File: src/rtl/timer_int_ctrl.sv
// timer_int_ctrl: sticky per-channel timer interrupt status with overrun tracking,
// lowest-index pending id and a level or stretched-pulse combined interrupt.
module timer_int_ctrl #(
  parameter int NUM_CH = 4,
  parameter int PULSE_MODE = 0,
  parameter int PULSE_W = 2,
  localparam int ID_W = (NUM_CH > 1) ? $clog2(NUM_CH) : 1
) (
  input  logic              sys_clk,
  input  logic              sys_rst,
  input  logic [NUM_CH-1:0] match,
  input  logic [NUM_CH-1:0] int_en,
  input  logic [NUM_CH-1:0] edge_mode,
  input  logic [NUM_CH-1:0] clear,
  output logic [NUM_CH-1:0] int_st,
  output logic [NUM_CH-1:0] int_ovf,
  output logic              int_vld,
  output logic [ID_W-1:0]   int_id,
  output logic              tim_int
);
  localparam int CW = $clog2(PULSE_W + 1);
  logic [NUM_CH-1:0] match_q, st_q, st_d, ovf_q, ovf_d, set;
  logic              vld_q, vld_d, trig_q, trig_d;
  logic [ID_W-1:0]   id_q, id_d;
  logic [CW-1:0]     cnt_q, cnt_d;
  always_comb begin
    set = int_en & ((edge_mode & match & ~match_q) | (~edge_mode & match));
    st_d = int_en & (set | (st_q & ~clear));
    ovf_d = int_en & ~clear & (ovf_q | (set & st_q));
    vld_d = |st_q;
    id_d = '0;
    for (int i = NUM_CH - 1; i >= 0; i--) if (st_q[i]) id_d = ID_W'(i);
    // any channel newly pending (re)starts the pulse one cycle later, aligned with int_vld
    trig_d = |(st_d & ~st_q);
    cnt_d = trig_q ? CW'(PULSE_W) : (cnt_q != '0) ? cnt_q - CW'(1) : '0;
  end
  always_ff @(posedge sys_clk or posedge sys_rst) begin
    if (sys_rst) begin
      match_q <= '0;
      st_q    <= '0;
      ovf_q   <= '0;
      vld_q   <= 1'b0;
      id_q    <= '0;
      trig_q  <= 1'b0;
      cnt_q   <= '0;
    end else begin
      match_q <= match;
      st_q    <= st_d;
      ovf_q   <= ovf_d;
      vld_q   <= vld_d;
      id_q    <= id_d;
      trig_q  <= trig_d;
      cnt_q   <= cnt_d;
    end
  end
  assign int_st  = st_q;
  assign int_ovf = ovf_q;
  assign int_vld = vld_q;
  assign int_id  = id_q;
  assign tim_int = (PULSE_MODE != 0) ? (cnt_q != '0) : vld_q;
endmodule

File: config.mk
export PLATFORM = sky130hd
export DESIGN_NAME = timer_int_ctrl
export DESIGN_NICKNAME = d
export VERILOG_FILES = /design/src/rtl/timer_int_ctrl.sv
export SDC_FILE = /design/constraint.sdc
export NUM_CORES = 1
export LEC_CHECK = 0
export CAP_MARGIN = 20
export CORE_MARGIN = 3
export CORE_UTILIZATION = 40
export DETAILED_ROUTE_END_ITERATION = 12
export GPL_TIMING_DRIVEN = 1
export PLACE_DENSITY = 0.88
export SYNTH_ARGS = -nofsm -noshare
export SYNTH_HDL_FRONTEND = slang
export SYNTH_SLANG_ARGS = --single-unit
File: constraint.sdc
create_clock -name sys_clk -period 2.2 [get_ports sys_clk]
set_input_delay 0.33 -clock sys_clk [delete_from_list [all_inputs] [get_ports sys_clk]]
set_output_delay 0.33 -clock sys_clk [all_outputs]
set_load 0.01 [all_outputs]
==> out/qor.txt, run 1 <==
initial cell density of the core: 0.4411
total power: 551.6 uW
filler cell count: 98
maximum fanout along the worst path: 6
endpoint class of the critical path: output pin
Worst R2R Setup Slack: 1.30 ns
routability-driven placement congestion ratio: 0.6955
root buffer cell: clkbuf_4
CTS Hold Bufs: 0
setup TNS: 0 ns
post_cts resized: 0
measured slew at the worst slew-check pin: 0.5494 ns
Clock Skew: 0.001213 ns
router iterations before antenna repair: 2
TritonCTS buffer count: 3
Syn. warnings: 0
first-pass GRT wire length: 1835 um
Worst Path Buf+Inv: 1
outcome: complete, no violations
post-CTS setup buffer count: 0
Critical Path AT: 1.28 ns
die area: 0.001988 mm2
# diodes: 0
via count: 473
Port Buf Inserts: 29
# setup viols final: 0
die width: 44.59 um
unrepaired setup endpoints after global routing: no
Cell Area, Synth: 595.6 um2
PwrDens: 597.3 mW/mm2
register area: 375.4 um2
largest net degree at the start of global routing: 16
gr ovfl total: 0
routed vias/inst: 4.979
CTS clock-pin slew for the worst setup and hold paths: 0.09 ns
synthesis-stage register bit count: 15
crit path launch type: flop
Period minus WS final: 1.614 ns
WS Path Type: flop to output pin
post-synthesis sequential area ratio: 0.6303
Syn Area/Cell: 12.41 um2
antenna-violating nets left: 0
metal2 WL: 561 um
CTS HTree Levels: 1
share of cells above drive strength 1: 0.08750
WL/cell: 12.31 um
max incr delay on CP: 0.57 ns
CTS tree: yes
clock latency on the worst-skew pair: 0.27 ns
Crit-path slowest cell: clkdlybuf4s50_1
most frequent cells in the layout: clkdlybuf4s50_1 (29), dfrtp_1 (15), nand3b_1 (6)
Lkg Pwr: 0.3964 nW
Peak Freq: 619.5 MHz
final setup margin: 0.5858 ns
met3 WL: 87 um
WL final: 1169 um
Setup WS pre-CTS: 0.8585 ns
Top Layer Used: met4
Post-layout nets: 99
Final period util: 0.7337
cell area after layout: 923.4 um2
num rows: 13
Core ar.: 0.001350 mm2
Slew Viols, Final: 0
CP cell instances: clkdlybuf4s50_1
syn_nets: 66
Worst EP required: 1.87 ns
Final Hold Vio Count: 0
Non-Filler Instances: 95
Detailed Route Iter0 Violations: 1
Hold WC Path Type: input pin to async pin
area of placed instances: 897.1 um2
initial antenna violation count: 0
Area Growth Syn to Fin: 55.04%
Post-route DRC: 0
CP top delay family: buffers and inverters
vias in the first global route: 463
Multi-input gate area: 201.4 um2
peak supply drop: 334.5 uV
Slew headroom: 0.6334
Synth Instances: 48
I/O Pins: 30
most common cell after layout, fill and taps aside: clkdlybuf4s50_1
Distinct cells, synth: 16
CTS Buffer Depth: 2
Die Ht: 44.59 um
max-cap violations: 0
gr usage total: 0.1302
CTS sink count: 15
wl on met1: 497 um
placed insts: 91
## cell type report
type / count / area share
multi-input combinational: 29 / 0.2182
clock buffer: 4 / 0.02846
inverter: 3 / 0.01220
tap: 15 / 0.02033
timing repair buffer: 29 / 0.3144
sequential: 15 / 0.4065
## power breakdown
group / total, mW / switching [mW] / leakage [nW] / internal [mW]
sequential: 0.301 / 0.0100 / 0.191 / 0.291
clock: 0.153 / 0.0826 / 0.0150 / 0.0702
combinational: 0.0976 / 0.0329 / 0.191 / 0.0646
total: 0.552 / 0.126 / 0.396 / 0.426
## final timing paths
check / start / to / cells past startpoint
max: int_st[1] / int_st[1] / 1
max in group asynchronous: sys_rst / int_vld / 2
max reg2reg: int_st[3] / int_ovf[3] / 2
min reg2reg: int_ovf[0] / int_ovf[0] / 2
min in group sys_clk: match[1] / match_q[1] / 1
min: sys_rst / int_ovf[1] / 2
## metrics by stage
step / util / hold slack [ns]
finish: 0.6840 / 0.3985
floorplan: - / 0.2315
global route: 0.6840 / 0.4638
CTS: 0.6840 / 0.4177
detailed placement: 0.6645 / 0.5013
global placement: 0.6645 / 0.5066
## layer usage
layer	vias up	global-route usage
met5	-	0
met4	0	0.09036
met3	2	0.02846
met2	19	0.2206
met1	220	0.1421
li1	232	-
## sequential cells by signal (all words and copies together), names as in the netlist
name	flops
int_ovf	4
int_st	4
int_id	2
match_q	4
int_vld	1
## worst reg2reg max path, stage by stage, from the launching register on
cell,delay (ns)
dfrtp_1,0.42
and3b_1,0.17
a32o_1,0.21
## cells in the mapped netlist (all sizes together)
cell	number	area, um2
nand3b	6	45.04
buf	1	7.510
o21ai	3	15.01
a21boi	4	30.03
inv	3	11.26
and3b	1	8.760
a21bo	3	30.03
o21a	1	7.510
nand2	1	3.750
nor3	1	5.000
nand2b	4	25.02
a32o	1	10.01
a21oi	1	5.000
dfrtp	15	375.4
and2b	1	8.760
nor2	2	7.510
## kinds of logic after synthesis
group                  after synthesis  synth area share
AND/OR/NAND/NOR                     16            0.1744
flip-flops                          15            0.6303
AO/OA/AOI/OAI                       13            0.1639
buffers and inverters                4           0.03152
Note: power is estimated with default switching activity, not from simulation.
==> inputs of run 2 (changes only) <==
--- a/config.mk
+++ b/config.mk
@@ -7,10 +7,10 @@
 export LEC_CHECK = 0
 export CAP_MARGIN = 20
 export CORE_MARGIN = 3
-export CORE_UTILIZATION = 40
+export CORE_UTILIZATION = 34
 export DETAILED_ROUTE_END_ITERATION = 12
 export GPL_TIMING_DRIVEN = 1
-export PLACE_DENSITY = 0.88
+export PLACE_DENSITY = 0.81
 export SYNTH_ARGS = -nofsm -noshare
 export SYNTH_HDL_FRONTEND = slang
 export SYNTH_SLANG_ARGS = --single-unit
==> constraint.sdc (replaced) <==
create_clock -name sys_clk -period 1.3 [get_ports sys_clk]
set_input_delay 0.195 -clock sys_clk [delete_from_list [all_inputs] [get_ports sys_clk]]
set_output_delay 0.195 -clock sys_clk [all_outputs]
set_load 0.01 [all_outputs]
==> out/qor.txt, run 2 (same netlist as run 1, synthesis figures left out) <==
Slew Viols, Final: 0
Comb power frac: 0.176
sw frac: 0.2325
Clk pwr share: 0.280
Core ar.: 0.001577 mm2
setup TNS: 0 ns
Int Power: 711.0 uW
via count: 480
max-cap violations: 0
share of cells above drive strength 1: 0.1205
Net Sw Power: 215.4 uW
Hold WC Path Type: input pin to async pin
CTS clock-pin slew for the worst setup and hold paths: 0.08 ns
maximum fanout along the worst path: 5
unrepaired setup endpoints after global routing: no
max incr delay on CP: 0.42 ns
gr usage total: 0.1340
num rows: 14
root buffer cell: clkbuf_4
clock latency on the worst-skew pair: 0.28 ns
Clock Skew: 0.004564 ns
Final HPWL DP: 1003 um
vias in the first global route: 477
WS Path Type: flop to output pin
CTS Buffer Depth: 2
CTS sink count: 15
Final Hold Vio Count: 0
antenna-violating nets left: 0
PwrDens: 993.8 mW/mm2
die width: 47.86 um
die area: 0.002290 mm2
Slew headroom: 0.8101
CP cell instances: dlygate4sd2_1
largest net degree at the start of global routing: 16
# setup viols final: 0
Detailed Route Iter0 Violations: 2
TritonCTS buffer count: 3
routability-driven placement congestion ratio: 0.6759
I/O Pins: 30
outcome: complete, no violations
router iterations before antenna repair: 3
peak supply drop: 641.4 uV
Peak Freq: 836.7 MHz
# diodes: 0
WL final: 1272 um
first-pass GRT wire length: 2007 um
WL/cell: 12.85 um
Crit-path slowest cell: dfrtp_1
endpoint class of the critical path: output pin
Post-layout nets: 102
measured slew at the worst slew-check pin: 0.2824 ns
most frequent cells in the layout: clkdlybuf4s50_1 (17), dfrtp_1 (15), dlygate4sd2_1 (12)
Lkg Pwr: 0.4503 nW
initial cell density of the core: 0.3778
Period minus WS final: 1.195 ns
CTS tree: yes
Final period util: 0.9194
Worst Path Buf+Inv: 1
initial antenna violation count: 0
crit path launch type: flop
sequential share of power: 0.544
Post-route DRC: 0
Port Buf Inserts: 29
gr ovfl total: 0
filler cell count: 152
CP top delay family: flip-flops
Worst EP required: 1.11 ns
CTS HTree Levels: 1
Area Growth Syn to Fin: 56.51%
Die Ht: 47.86 um
Critical Path AT: 1.00 ns
Post-Route Utilization: 0.5913
final hold slack: 0.2098 ns
routed vias/inst: 4.848
CTS Hold Bufs: 0
most common cell after layout, fill and taps aside: clkdlybuf4s50_1
## run 2: final timing paths
| path | cells past startpoint | from | to | slack [ns] |
|---|---|---|---|---|
| setup / recovery | 1 | int_st[2] | int_st[2] | 0.10 |
| hold / removal | 3 | sys_rst | int_st[2] | 0.21 |
| setup reg to reg | 2 | int_st[3] | int_ovf[3] | 0.40 |
| hold reg to reg | 2 | int_ovf[2] | int_ovf[2] | 0.54 |
| max in group asynchronous | 3 | sys_rst | match_q[1] | 0.91 |
| min in group sys_clk | 1 | match[2] | match_q[2] | 0.36 |
## run 2: area by class of cell
cell class | count | area, um2 | area share
repair buffers | 32 | 297.8 | 0.3195
inverters | 3 | 11.26 | 0.01208
clock buffers | 4 | 26.28 | 0.02819
flip-flops and latches | 15 | 375.4 | 0.4027
multi-input cells | 29 | 201.4 | 0.2161
well taps | 16 | 20.02 | 0.02148
## run 2: metrics by stage
step | power [mW] | setup WS [ns] | instances | instance area (um2)
after detailed placement | 0.6975 | 0.1080 | 95 | 920.9
after CTS | 0.9454 | 0.08790 | 99 | 932.1
after global routing | 0.9815 | 0.05675 | 99 | 932.1
after floorplan | 0.5770 | 0.3962 | 48 | 595.6
final | 0.9264 | 0.1048 | 99 | 932.1
after global placement | 0.6911 | 0.1273 | 95 | 920.9
## run 2: power by group through the flow
stage               logic (mW)  registers, mW  clock network, mW
floorplan               0.0494          0.528                  0
global placement         0.176          0.515                  0
detailed placement       0.182          0.515                  0
CTS                      0.166          0.505              0.274
global route             0.180          0.508              0.294
finish                   0.163          0.504              0.259
## run 2: metal layers
layer | share of wire | global-route usage | routed length (um)
met1 | 0.40 | 0.1471 | 507
met2 | 0.50 | 0.2058 | 637
met3 | 0.084 | 0.07895 | 107
met4 | 0.015 | 0.06452 | 19
met5 | 0 | 0 | 0
## run 2: timing repair
item                       in CTS  in global routing
hold endpoints to repair        0                  0
setup buffers                   0                  0
setup endpoints to repair      12                  0
gates resized for setup        12                  0
==> inputs of run 3 (changes only) <==
--- a/config.mk
+++ b/config.mk
@@ -11,6 +11,7 @@
 export DETAILED_ROUTE_END_ITERATION = 12
 export GPL_TIMING_DRIVEN = 1
 export PLACE_DENSITY = 0.81
+export SKIP_CTS_REPAIR_TIMING = 1
 export SYNTH_ARGS = -nofsm -noshare
 export SYNTH_HDL_FRONTEND = slang
 export SYNTH_SLANG_ARGS = --single-unit
==> out/qor.txt, run 3 (same netlist as run 1, synthesis figures left out) <==
most frequent cells in the layout: clkdlybuf4s50_1 (17), dfrtp_1 (15), dlymetal6s2s_1 (12)
routed vias/inst: 4.860
initial cell density of the core: 0.3778
gr ovfl total: 0
router iterations before antenna repair: 2
wl on met1: 501 um
max incr delay on CP: 0.42 ns
WL/cell: 13.03 um
Setup WS pre-CTS: 0.1080 ns
Core ar.: 0.001577 mm2
WS Path Type: flop to output pin
Final HPWL DP: 1003 um
routability-driven placement congestion ratio: 0.6759
clock latency on the worst-skew pair: 0.28 ns
FF-to-FF Start: int_st[3]
placed insts: 95
Reg-to-Reg End: int_ovf[3]
CP cell instances: dlymetal6s2s_1
peak supply drop: 644.1 uV
Period minus WS final: 1.079 ns
unrepaired setup endpoints after global routing: no
Peak Freq: 926.4 MHz
Multi-input gate area: 201.4 um2
final setup margin: 0.2205 ns
WL final: 1303 um
first-pass GRT wire length: 2021 um
measured slew at the worst slew-check pin: 0.2824 ns
CP top delay family: flip-flops
outcome: complete, no violations
# diodes: 0
filler cell count: 137
Critical Path AT: 0.88 ns
Lkg Pwr: 0.5881 nW
CTS tree: yes
vias in the first global route: 481
Slew Viols, Final: 0
antenna-violating nets left: 0
initial antenna violation count: 0
Hold WC Path Type: input pin to async pin
CTS HTree Levels: 1
most common cell after layout, fill and taps aside: clkdlybuf4s50_1
crit path launch type: flop
CTS clock-pin slew for the worst setup and hold paths: 0.08 ns
Port Buf Inserts: 29
via count: 486
maximum fanout along the worst path: 5
CTS Buffer Depth: 2
Non-Filler Instances: 100
root buffer cell: clkbuf_4
num rows: 14
Die Ht: 47.86 um
final hold slack: 0.2135 ns
I/O Pins: 30
Crit-path slowest cell: dfrtp_1
Clock Skew: 0.001992 ns
Worst EP required: 1.11 ns
Worst R2R Setup Slack: 0.41 ns
TritonCTS buffer count: 3
Worst Path Buf+Inv: 1
worst r2r path cells: 2
Detailed Route Iter0 Violations: 1
Area Growth Syn to Fin: 65.34%
# setup viols final: 0
met3 WL: 124 um
max-cap violations: 0
CTS sink count: 15
register area: 375.4 um2
Post-layout nets: 103
PwrDens: 954.4 mW/mm2
gr usage total: 0.1348
Post-route DRC: 0
die width: 47.86 um
Top Layer Used: met4
Final period util: 0.8304
share of cells above drive strength 1: 0.1310
largest net degree at the start of global routing: 16
die area: 0.002290 mm2
metal2 WL: 665 um
Slew headroom: 0.8101
Final Hold Vio Count: 0
endpoint class of the critical path: output pin
[run 3: layout make-up]
cell class              count  area share
clock buffers               4     0.02668
inverters                   3     0.01144
multi-input cells          29      0.2046
flip-flops and latches     15      0.3812
well taps                  16     0.02033
repair buffers             33      0.3558
[run 3: worst max path at each step]
stage                          from          to  slack, ns  cells after the start
after floorplan           int_st[3]  int_ovf[3]       0.40                      2
after global placement     clear[3]   int_st[3]       0.13                      3
after detailed placement   match[3]  int_ovf[3]       0.11                      3
after CTS                 int_st[3]   int_st[3]      -0.16                      1
after global routing      int_st[2]   int_st[2]       0.17                      1
final                     int_st[2]   int_st[2]       0.22                      1
[run 3: worst reg2reg max path, delay by kind of cell, from the launching register on]
| family | cells | cell delay, ns |
|---|---|---|
| simple gates | 1 | 0.17 |
| compound gates | 1 | 0.20 |
| flops | 1 | 0.41 |
[run 3: layer usage]
layer	vias up	GRT usage
li1	236	-
met1	229	0.1494
met2	19	0.2058
met3	2	0.07895
met4	0	0.06452
met5	-	0
[run 3: power breakdown]
part,leakage (nW),internal (mW),total (mW),switching (mW)
Clock,0.0150,0.119,0.258,0.139
Combinational,0.382,0.112,0.178,0.0656
Sequential,0.191,0.493,0.504,0.0112
[run 3: stage by stage]
| stage | power, mW | instance area, um2 | utilization | TNS (ns) |
|---|---|---|---|---|
| 4_1_cts | 0.9638 | 947.2 | 0.6008 | -1.090 |
| 2_1_floorplan | 0.5770 | 595.6 | - | 0 |
| 5_1_grt | 0.9963 | 984.7 | 0.6246 | 0 |
| 6_report | 0.9398 | 984.7 | 0.6246 | 0 |
| 3_3_place_gp | 0.6911 | 920.9 | 0.5841 | 0 |
| 3_5_place_dp | 0.6975 | 920.9 | 0.5841 | 0 |
